`config.mk`:
```
export PLATFORM = sky130hd
export DESIGN_NAME = bsearch_guess
export DESIGN_NICKNAME = d
export VERILOG_FILES = /design/src/rtl/bsearch_guess_pkg.sv /design/src/rtl/bsearch_guess.sv
export SDC_FILE = /design/constraint.sdc
export NUM_CORES = 1
export LEC_CHECK = 0
export ABC_CLOCK_PERIOD_IN_PS = 3000
export BUFFER_PORTS_ARGS = -buffer_cell sky130_fd_sc_hd__buf_2
export CORE_UTILIZATION = 35
export DETAILED_ROUTE_END_ITERATION = 6
export PLACE_DENSITY = 0.61
export SETUP_SLACK_MARGIN = 0.4
export SLEW_MARGIN = 20
export SYNTH_ARGS = -nofsm -noshare
export SYNTH_HDL_FRONTEND = slang
export SYNTH_SLANG_ARGS = --single-unit
```
`constraint.sdc`:
```
create_clock -name clk -period 3 [get_ports clk]
set_input_delay 0.45 -clock clk [delete_from_list [all_inputs] [get_ports clk]]
set_output_delay 0.45 -clock clk [all_outputs]
set_load 0.1 [all_outputs]
```
`src/rtl/bsearch_guess_pkg.sv`:
```
// Shared definitions for the binary-search guesser: state encoding and default width.
package bsearch_guess_pkg;

    localparam int W_DEFAULT = 4;

    typedef enum logic [1:0] {
        IDLE  = 2'd0,
        PROBE = 2'd1,
        DONE  = 2'd2,
        FAIL  = 2'd3
    } state_t;

endpackage

```
`src/rtl/bsearch_guess.sv`:
```
// Binary-search guesser: drives a comparator with probe values and narrows
// [lo, hi] on each lt/gt answer until the comparator reports eq.
module bsearch_guess
    import bsearch_guess_pkg::*;
#(
    parameter int W = W_DEFAULT
) (
    input  logic                    clk,
    input  logic                    rst_n,
    input  logic                    start,
    output logic [W-1:0]            guess,
    input  logic                    eq,
    input  logic                    lt,
    input  logic                    gt,
    output logic                    busy,
    output logic                    done,
    output logic                    err,
    output logic [W-1:0]            result,
    output logic [$clog2(W+2)-1:0]  steps
);

    localparam int SW = $clog2(W+2);
    localparam logic [SW-1:0] STEPS_MAX = SW'(W + 1);
    // First probe is the midpoint of the full range 0 .. 2^W-1.
    localparam logic [W-1:0] FIRST_GUESS = W'((1 << (W - 1)) - 1);

    state_t          state_reg, state_next;
    logic [W:0]      lo_reg, lo_next;
    logic [W:0]      hi_reg, hi_next;
    logic [W-1:0]    guess_reg, guess_next;
    logic [W-1:0]    result_reg, result_next;
    logic [SW-1:0]   steps_reg, steps_next;

    // Candidate bounds after this cycle's answer, their midpoint, and the
    // exhaustion test. hi is one bit wider so that it can go to -1 (all ones)
    // when a gt arrives at guess 0; that top bit alone marks an empty range.
    logic [W:0]      lo_upd, hi_upd;
    logic [W:0]      mid_sum;
    logic            narrow;
    logic            range_empty;

    // Next-state and datapath logic for the search FSM.
    always_comb begin
        state_next  = state_reg;
        lo_next     = lo_reg;
        hi_next     = hi_reg;
        guess_next  = guess_reg;
        result_next = result_reg;
        steps_next  = steps_reg;
        lo_upd      = lo_reg;
        hi_upd      = hi_reg;
        narrow      = 1'b0;

        case (state_reg)
            PROBE: begin
                case ({eq, lt, gt})
                    3'b100: begin
                        result_next = guess_reg;
                        state_next  = DONE;
                    end
                    3'b010: begin
                        lo_upd = {1'b0, guess_reg} + 1'b1;
                        narrow = 1'b1;
                    end
                    3'b001: begin
                        hi_upd = {1'b0, guess_reg} - 1'b1;
                        narrow = 1'b1;
                    end
                    default: state_next = FAIL;
                endcase
            end
            default: begin
                // IDLE, DONE and FAIL all accept a new search.
                if (start) begin
                    state_next  = PROBE;
                    lo_next     = '0;
                    hi_next     = {1'b0, {W{1'b1}}};
                    guess_next  = FIRST_GUESS;
                    result_next = '0;
                    steps_next  = SW'(1);
                end
            end
        endcase

        range_empty = hi_upd[W] || (lo_upd > hi_upd);
        // Only reached with lo <= hi <= 2^W-1, so the sum fits in W+1 bits.
        mid_sum     = lo_upd + hi_upd;

        if (narrow) begin
            lo_next = lo_upd;
            hi_next = hi_upd;
            if (range_empty) begin
                // Comparator contradicted itself; no further probe is issued.
                state_next = FAIL;
            end else begin
                guess_next = W'(mid_sum >> 1);
                steps_next = (steps_reg == STEPS_MAX) ? steps_reg : steps_reg + 1'b1;
            end
        end
    end

    // State and datapath registers; reset returns everything to IDLE at once.
    always_ff @(posedge clk or negedge rst_n) begin
        if (!rst_n) begin
            state_reg  <= IDLE;
            lo_reg     <= '0;
            hi_reg     <= '0;
            guess_reg  <= '0;
            result_reg <= '0;
            steps_reg  <= '0;
        end else begin
            state_reg  <= state_next;
            lo_reg     <= lo_next;
            hi_reg     <= hi_next;
            guess_reg  <= guess_next;
            result_reg <= result_next;
            steps_reg  <= steps_next;
        end
    end

    assign guess  = guess_reg;
    assign result = result_reg;
    assign steps  = steps_reg;
    assign busy   = (state_reg == PROBE);
    assign done   = (state_reg == DONE);
    assign err    = (state_reg == FAIL);

endmodule
```
Word level (Yosys, flattened, before mapping)
Cells that the tools add are included.
{ "op_classes": {"n_addsub": 4, "magnitude_cmp": 1, "n_eq_ne": 10, "n_mux": 29, "n_reduce_logical": 6} }
{ "ops": {"columns": ["op", "count"], "rows": [
  ["$mux W5", 10],
  ["$mux W4", 7],
  ["$mux W3", 5],
  ["$mux W2", 4],
  ["$eq A3 B3 Y1 const B", 2],
  ["$add A4 B1 Y5 const B", 1],
  ["$add A5 B5 Y5", 1],
  ["$gt A5 B5 Y1", 1],
  ["$sub A4 B1 Y5 const B", 1],
  ["$eq A2 B2 Y1 const B", 2],
  ["$ne A2 B1 Y1 const B", 2],
  ["$pmux W2 S2", 1],
  ["$reduce_and A2 Y1", 2],
  ["$reduce_bool A2 Y1", 2],
  ["$add A3 B1 Y3 const B", 1],
  ["$eq A3 B1 Y1 const B", 1],
  ["$eq A3 B2 Y1 const B", 1],
  ["$ne A3 B3 Y1 const B", 1],
  ["$eq A2 B1 Y1 const B", 1],
  ["$mux W1", 2],
  ["$reduce_or A2 Y1", 1],
  ["$logic_or A1 B1 Y1", 1]
]} }
{ "totals": {"register_bits": 23, "inputBits": 6, "out_inout_bits": 14, "wordCells": 56} }

Depth between registers and ports, before layout
Gate-level depths: netlist of run 1.
{ "depth": {"depth_word": 7, "mapped_depth": 13, "depth_no_buf": 12} }

Worst setup path after synthesis of run 1
No wires, ideal clock.
{ "synth_timing": {"path_kind": "flip-flop to flip-flop", "startpoint": "register guess_reg[0] (netlist: guess[0])", "endpoint": "register guess_reg[0] (netlist: guess[0])", "setup_time_ns": 0.125, "arrival_ns": 3.458, "required_ns": 2.875, "setup_slack_ns": -0.583, "stages_incl_launch_ff": 13, "n_path_buf": 0, "synth_period_minus_slack_ns": 3.583, "path_cell_list": "dfrtp_1 inv_1 ha_1 xnor2_1 nor2_1 a21oi_1 inv_1 ha_1 or4b_1 o21a_1 a21oi_1 nor2_2 o31a_1"} }
{ "synth_via": {"elab_chain_len": 7, "word_cells_on_any_way": 13, "classes_between": "add/sub (3); order compare (1); mux (8); reduce/logical (1)"} }
{ "synth_lines": {"columns": ["element", "line", "text"], "rows": [
  ["from (decl)", "bsearch_guess.sv:30", "logic [W-1:0] guess_reg, guess_next;"],
  ["from (signal assigned)", "bsearch_guess.sv:115", "guess_reg <= guess_next;"],
  ["$add A4 B1 Y5 or $sub A4 B1 Y5 (tied branches)", "bsearch_guess.sv:62, bsearch_guess.sv:66", null],
  ["$mux W5", "bsearch_guess.sv:56", "case ({eq, lt, gt})"],
  ["$mux W5", "bsearch_guess.sv:54", "case (state_reg)"],
  ["$gt A5 B5 Y1", "bsearch_guess.sv:85", "range_empty = hi_upd[W] || (lo_upd > hi_upd);"],
  ["$logic_or A1 B1 Y1", "bsearch_guess.sv:85", null],
  ["$mux W4", "bsearch_guess.sv:92", "if (range_empty) begin"],
  ["$mux W4 *", "bsearch_guess.sv:89", "if (narrow) begin"],
  ["named net guess_next[0]", "bsearch_guess.sv:30", null]
]} }
Mark *: on every way through the listed nets, which the timed path passes. The rest lies on a longest branch.
A chain may end at the register's enable or synchronous reset.

Worst setup path in the final report of run 1
{ "layout_timing": {"startpoint": "register state_reg[1]", "endpoint": "register guess_reg[0] (netlist: guess[0])"} }
{ "layout_via": {"elab_chain_len": 6, "word_cells_on_any_way": 10, "classes_between": "add/sub (1); order compare (1); eq/ne (1); mux (6); reduce/logical (1)"} }
{ "layout_lines": {"columns": ["element", "line", "text"], "rows": [
  ["from (decl)", "bsearch_guess.sv:27", "state_t state_reg, state_next;"],
  ["from (signal assigned)", "bsearch_guess.sv:112", "state_reg <= state_next;"],
  ["$eq A2 B1 Y1 *", "bsearch_guess.sv:54", null],
  ["$mux W5", "bsearch_guess.sv:54", null],
  ["$gt A5 B5 Y1", "bsearch_guess.sv:85", null],
  ["$logic_or A1 B1 Y1", "bsearch_guess.sv:85", null],
  ["$mux W4", "bsearch_guess.sv:92", null],
  ["$mux W4 *", "bsearch_guess.sv:89", null],
  ["named net guess_next[0]", "bsearch_guess.sv:30", null]
]} }
Marked as above.

==> reports/results.md, run 1 <==
* 1,304 — number of vias after detailed routing
* 0.384 — portion of the post-synthesis area used by sequential elements
* 0 — Final Hold Vio Count
* 3.16 ns — worst endpoint required time
* 1.24 mW — net switching power
* 1.04 — fraction of the cycle the final worst path needs
* 0 — drt drc
* 0 — number of synthesized flops with an enable pin
* 972 µm² — footprint of the multi-input gates
* -0.423 ns — Setup Total Neg Slack
* 1 — htree depth
* 0.925 nW — P_leak
* sky130_fd_sc_hd__dfrtp_1 — library cell with the largest summed area after synthesis
* 0.377 — proportion of layout cells with a drive suffix above 1
* 0 — CTS hold repair buffers
* flip-flop to flip-flop — CP Class
* 14.7 µm — wire length per cell
* 24 — largest net degree at the start of global routing
* sky130_fd_sc_hd__clkbuf_8 — root cell of the clock tree
* 4 — number of detailed-routing iterations run before antenna repair
* 2020 µm² — post-route design area
* 0.089 — relative contribution of the clock network to total power
* 67.5 µm — height of the die
* done — TritonCTS clock tree
* 0 — final max-slew violation count
* 1130 nW/µm² — power density over cell area
* finished with violations — status
* 165 — post-synthesis instance total
* 0.241 — Seq pwr share
* 3.12 ns — Tmin final
* 6 — worst-path fanout max
* sky130_fd_sc_hd__dfrtp_1, sky130_fd_sc_hd__nand2_1, sky130_fd_sc_hd__nor2_1, sky130_fd_sc_hd__o21ai_0, sky130_fd_sc_hd__ha_1 — leading post-synthesis cells by instance count
* 185 — synthesized net count
* 0.09 ns — clock slew seen by the registers of the worst setup and hold paths
* 1,288 — vias in the first global route
* 2740 µm — dpl hpwl
* 0 — remaining antenna violation count
* 0.146 ns — Post-Route Hold Slack
* 8 — setup violators final
* 0.321 GHz — highest attainable clock frequency
* 23 — clock tree sinks
* 0.541 — switching part of the total power
* 23 — number of synthesized register bits
* 0 — Ant. Diodes
* 583 µm² — register area
* 0.54 ns — slowest stage delay, CP
* 63 — drt first-iter violations
* sky130_fd_sc_hd__dfrtp_1 — predominant post-synthesis flop cell
* 228 — number of nets at the end of the flow
* 0 — max-capacitance violation count
* 257 — filler-free cell count of the finished design
* 4550 µm² — area enclosed by the die boundary
* 5.07 — number of vias per cell
* 1.05 mW — design internal power
* 0.384 — top cell type's share of synthesized area
* 363 — count of filler cells inserted in the layout
* input pin to async pin — type of the tightest min-delay check
* flip-flop — startpoint kind of the worst setup timing path
* 1500 µm² — Syn Std Cell Area
* 6040 µm — wire length of the first global-routing pass
* 2.29 mW — overall power after layout
* 0.370 — initial core utilization
* -0.251 ns — worst setup slack after placement
* sky130_fd_sc_hd__or4b_4 — Slowest cell on crit path
* 0.670 — fraction of power consumed by combinational cells
* 2 — clk buf depth
* 1850 µm² — placed cell areas
* setup timing — violations in the final reports
* true — setup repair after global routing missed its margin
* 4060 µm² — area inside the core boundary
* 9.09 µm² — syn_area_per_cell
* sky130_fd_sc_hd__dfrtp_1, sky130_fd_sc_hd__ha_1, sky130_fd_sc_hd__o21ai_0 — largest cells by area after synthesis
* 67.5 µm — die boundary width
* 0.767 — Placer Congestion
* 0.27 ns — clock insertion delay at the later pin of the skew report
* 19 — number of input and output port buffers inserted
* 1.00 — share of flip-flops with an asynchronous set or reset after synthesis
* 3770 µm — total wire length
* 20 — top-level I/O count
* -0.120 ns — minimum setup slack in the final design
* flip-flop — capturing element type of the critical path
* sky130_fd_sc_hd__dfrtp_1 — most instantiated library cell after synthesis
* 0 — yosys warns
* 34.6% — area overhead of the layout relative to synthesis
* 0 — number of antenna violations at the first check in global routing
* 248 — post-placement cell count
* 0.180 — GRT Resource Usage Total
* 3 — number of buffers created by CTS
* 0.00670 ns — worst clock skew on the final layout
* 36 — Cell variety after synth
* 0.620 — Worst slew margin
* 3.28 ns — data arrival time of the critical path
* 0.570 ns — Least-Margin Pin Slew
* 0 — total overflow reported by the global router
* 0.000370 V — peak ir drop on the vdd network
* 0.498 — share of the core filled with cells in the final layout
* 23 — standard-cell rows
* nand2b_4, or4b_4, buf_12, a21oi_4, inv_2, ha_4, or4b_4, o21a_1, a21oi_4, nor2_4, o31a_1 — worst-path cell chain
-- worst max-delay path, delay by kind of cell (launching register included) --
family	cells	cell delay (ns)
simple gates	4	1.31
compound gates	4	0.83
flops	1	0.40
buf+inv	2	0.25
fa+ha+maj	1	0.24
-- layout by cell type (no fill, tap or decap), types with 2 or more instances in the layout --
cell,count
sky130_fd_sc_hd__buf_4,25
sky130_fd_sc_hd__buf_2,20
sky130_fd_sc_hd__nand2_1,19
sky130_fd_sc_hd__dfrtp_1,19
sky130_fd_sc_hd__o21ai_0,15
sky130_fd_sc_hd__nor2_1,12
sky130_fd_sc_hd__inv_1,10
sky130_fd_sc_hd__ha_1,10
sky130_fd_sc_hd__mux2i_1,6
sky130_fd_sc_hd__xnor2_1,6
sky130_fd_sc_hd__nand3_1,5
sky130_fd_sc_hd__a21oi_1,5
sky130_fd_sc_hd__nor2_4,4
sky130_fd_sc_hd__a21oi_4,4
sky130_fd_sc_hd__o21a_1,4
sky130_fd_sc_hd__or4b_4,3
sky130_fd_sc_hd__and2_1,3
sky130_fd_sc_hd__ha_4,3
sky130_fd_sc_hd__clkbuf_8,3
sky130_fd_sc_hd__dfrtp_2,3
sky130_fd_sc_hd__inv_2,2
sky130_fd_sc_hd__a21oi_2,2
sky130_fd_sc_hd__nor2b_1,2
sky130_fd_sc_hd__o31a_1,2
-- routing by layer --
layer,routed length (µm),up-vias,part of all wire,GRT usage
li1,-,641,-,-
met2,1910,23,0.51,0.312
met5,0,-,0,0
met4,81,0,0.021,0.0691
met1,1690,631,0.45,0.229
met3,92,9,0.024,0.0169
-- layout make-up --
cell class,instances,share of cell area
multi-input combinational,122,0.481
tap,50,0.0310
clock inverter,1,0.00372
sequential,23,0.289
inverter,12,0.0223
clock buffer,3,0.0204
timing repair buffer,46,0.152
-- timing repair --
action	in CTS	in global routing
endpoints found under the setup margin	8	8
gates resized for setup	11	10
gates cloned	1	0
setup buffers	1	3
pin swaps	4	0
-- power by group through the flow --
stage / Combinational, mW / Sequential (mW) / Clock [mW]
finish: 1.53 / 0.552 / 0.203
global route: 1.65 / 0.566 / 0.219
CTS: 1.46 / 0.544 / 0.203
detailed placement: 1.43 / 0.548 / 0
global placement: 1.41 / 0.542 / 0
floorplan: 0.726 / 0.883 / 0
-- path summary, 6_finish.rpt --
check | cells after the start | slack, ns | end | start
max | 11 | -0.12 | guess[0] | state_reg[1]
min | 1 | 0.15 | lo_reg[3] | rst_n
max reg2reg | 11 | -0.12 | guess[0] | state_reg[1]
min reg2reg | 2 | 0.51 | lo_reg[2] | lo_reg[2]
max in group asynchronous | 1 | 2.46 | guess[2] | rst_n
min in group clk | 3 | 0.43 | state_reg[0] | start
-- cells by family after synthesis --
group                    share of synthesized area
AND/OR/NAND/NOR                              0.188
buffers and inverters                       0.0559
adder cells (fa/ha/maj)                      0.122
multiplexers                                0.0475
AO/OA/AOI/OAI                                0.162
XOR/XNOR                                    0.0409
flip-flops                                   0.384
No activity file was read; power rests on OpenSTA's default activity.
==> run 2: changes to the inputs <==
- CTS_BUF_LIST: default -> sky130_fd_sc_hd__clkbuf_4
==> run 2 against run 1 <==
Against the previous run: the run still ends with setup timing left; maximum frequency grew 0.25%; hold slack lost 0.061 ns; clock skew grew 0.0038 ns; total power shrank 2.3%; first-iteration DRC count grew 21%; utilization shrank 0.18 points; combinational power is essentially flat; sequential share of layout area grew 0.11 points; setup slack gained 0.0079 ns; count of clock-buffer cells in the layout is the same; sequential power is essentially flat; register-to-register slack is essentially flat; critical endpoint unchanged.
==> reports/results.md, run 2 (synthesis gave the netlist of run 1 again) <==
* finished with violations — status, unchanged
* setup timing — violations in the final reports, unchanged
* 248 — post-placement cell count, unchanged
* 2740 µm — dpl hpwl, unchanged
* 1,316 — vias in the first global route, was 1,288
* -0.112 ns — minimum setup slack in the final design, was -0.120 ns
* 0.180 — GRT Resource Usage Total, about the same
* 23 — clock tree sinks, unchanged
* 2.24 mW — overall power after layout, was 2.29 mW
* 0 — Ant. Diodes, unchanged
* 1.01 mW — design internal power, was 1.05 mW
* 67.5 µm — die boundary width, unchanged
* 3710 µm — total wire length, was 3770 µm
* 0.551 — switching part of the total power, was 0.541
* 0.14 ns — clock slew seen by the registers of the worst setup and hold paths, was 0.09 ns
* sky130_fd_sc_hd__buf_4 — most frequent standard cell in the layout excluding fill and tap cells, unchanged
* 1,323 — number of vias after detailed routing, was 1,304
* 19 — number of input and output port buffers inserted, unchanged
* 8 — worst-path fanout max, was 6
* 229 — number of nets at the end of the flow, was 228
* 0.0105 ns — worst clock skew on the final layout, was 0.00670 ns
* 3 — number of buffers created by CTS, unchanged
* 0 — number of antenna violations at the first check in global routing, unchanged
* 0 — remaining antenna violation count, unchanged
* 23 — standard-cell rows, unchanged
* 67.5 µm — height of the die, unchanged
* 4550 µm² — area enclosed by the die boundary, unchanged
* -0.11 ns — flop-to-flop setup slack, was -0.12 ns
* 6070 µm — wire length of the first global-routing pass, was 6040 µm
* 0 — drt drc, unchanged
* input pin to async pin — type of the tightest min-delay check, unchanged
* done — TritonCTS clock tree, unchanged
* 24 — largest net degree at the start of global routing, unchanged
* 0.32 ns — clock insertion delay at the later pin of the skew report, was 0.27 ns
* -0.332 ns — Setup Total Neg Slack, was -0.423 ns
* 5.13 — number of vias per cell, was 5.07
* 0.399 — proportion of layout cells with a drive suffix above 1, was 0.377
* 34.1% — area overhead of the layout relative to synthesis, was 34.6%
* guess[0] — endpoint of the worst-slack reg-to-reg timing path, unchanged
* 0.246 — Seq pwr share, was 0.241
* 0.000369 V — peak ir drop on the vdd network, was 0.000370 V
* 3.23 ns — worst endpoint required time, was 3.16 ns
* state_reg[1] — Critical R2R Launch, unchanged
* true — setup repair after global routing missed its margin, unchanged
* 258 — filler-free cell count of the finished design, was 257
* 0.578 ns — Least-Margin Pin Slew, was 0.570 ns
* 0.918 nW — P_leak, was 0.925 nW
* 2 — clk buf depth, unchanged
* 0.370 — initial core utilization, unchanged
* sky130_fd_sc_hd__buf_4, sky130_fd_sc_hd__buf_2, sky130_fd_sc_hd__dfrtp_1, sky130_fd_sc_hd__nand2_1, sky130_fd_sc_hd__o21ai_0 — top library cells by usage in the layout, fill and taps aside, was sky130_fd_sc_hd__buf_4, sky130_fd_sc_hd__buf_2, sky130_fd_sc_hd__nand2_1, sky130_fd_sc_hd__dfrtp_1, sky130_fd_sc_hd__o21ai_0
* 3.11 ns — Tmin final, was 3.12 ns
* 0.685 — fraction of power consumed by combinational cells, was 0.670
* 0.321 GHz — highest attainable clock frequency, about the same
* 0 — total overflow reported by the global router, unchanged
* 20 — top-level I/O count, unchanged
* 0 — final max-slew violation count, unchanged
* 1.23 mW — net switching power, was 1.24 mW
* 14.4 µm — wire length per cell, was 14.7 µm
* 8 — setup violators final, unchanged
* sky130_fd_sc_hd__clkbuf_4 — root cell of the clock tree, was sky130_fd_sc_hd__clkbuf_8
* 0.767 — Placer Congestion, unchanged
* 0.068 — relative contribution of the clock network to total power, was 0.089
* 1 — htree depth, unchanged
* 1110 nW/µm² — power density over cell area, was 1130 nW/µm²
* 0 — max-capacitance violation count, unchanged
* 4060 µm² — area inside the core boundary, unchanged
* 3.34 ns — data arrival time of the critical path, was 3.28 ns
* 9 — Worst R2R Path Depth, was 11
* 1.04 — fraction of the cycle the final worst path needs, about the same
* 0.615 — Worst slew margin, was 0.620
* 76 — drt first-iter violations, was 63
* flip-flop to flip-flop — CP Class, unchanged
* flip-flop — capturing element type of the critical path, unchanged
* flip-flop — startpoint kind of the worst setup timing path, unchanged
* 4 — number of detailed-routing iterations run before antenna repair, unchanged
* 0 — Final Hold Vio Count, unchanged
run 2: final cells by class:
class / count / area [µm²]
flip-flops and latches: 23 / 583
clock inverters: 1 / 7.51
well taps: 50 / 62.6
multi-input cells: 122 / 981
repair buffers: 47 / 310
clock buffers: 3 / 22.5
fillers: 359 / 2050
inverters: 12 / 45.0
run 2: worst max-delay path, stage by stage, from the launching register on:
cell and delay (ns):
sky130_fd_sc_hd__dfrtp_1 0.41, sky130_fd_sc_hd__nand2b_4 0.16, sky130_fd_sc_hd__or4b_4 0.56, sky130_fd_sc_hd__mux2_4 0.36
sky130_fd_sc_hd__ha_4 0.22, sky130_fd_sc_hd__or4b_4 0.54, sky130_fd_sc_hd__o21a_1 0.22, sky130_fd_sc_hd__a21oi_4 0.21
sky130_fd_sc_hd__nor2_4 0.10, sky130_fd_sc_hd__o31a_1 0.24
run 2: worst max-delay path by stage:
stage                  from  endpoint  cells past startpoint
4_1_cts        state_reg[1]  guess[0]                     11
2_1_floorplan  state_reg[1]  guess[0]                     10
3_3_place_gp             lt  guess[0]                     11
3_5_place_dp             lt  guess[0]                     12
6_report       state_reg[1]  guess[0]                      9
5_1_grt        state_reg[1]  guess[0]                      9
run 2: layer usage:
metal	wire length, µm	share of wire	up-vias	global-route usage
met5	0	0	-	0
met4	43	0.012	0	0.0691
met3	102	0.027	4	0.0101
met2	1890	0.51	24	0.319
met1	1680	0.45	651	0.226
li1	-	-	644	-
run 2: per-stage QoR:
| stage | setup slack [ns] | hold slack (ns) | area [µm²] | util |
|---|---|---|---|---|
| floorplan | -0.130 | 0.154 | 1570 | - |
| global placement | -0.197 | 0.451 | 1850 | 0.455 |
| detailed placement | -0.251 | 0.459 | 1850 | 0.455 |
| CTS | -0.0833 | 0.101 | 1990 | 0.491 |
| global route | -0.178 | 0.116 | 2010 | 0.496 |
| finish | -0.112 | 0.0848 | 2010 | 0.496 |
run 2: repair_timing:
item / 4_1_cts / 5_1_grt
setup buffers: 4 / 1
cloned: 1 / 0
endpoints found under the setup margin: 8 / 8
pin swaps: 6 / 0
hold buffers: 0 / 0
gates resized for setup: 20 / 5
run 2: power by group through the flow:
stage	clock network, mW	registers, mW	logic, mW
after floorplan	0	0.883	0.726
after global placement	0	0.542	1.41
after detailed placement	0	0.548	1.43
after CTS	0.155	0.548	1.51
after global routing	0.169	0.566	1.64
final	0.152	0.551	1.53
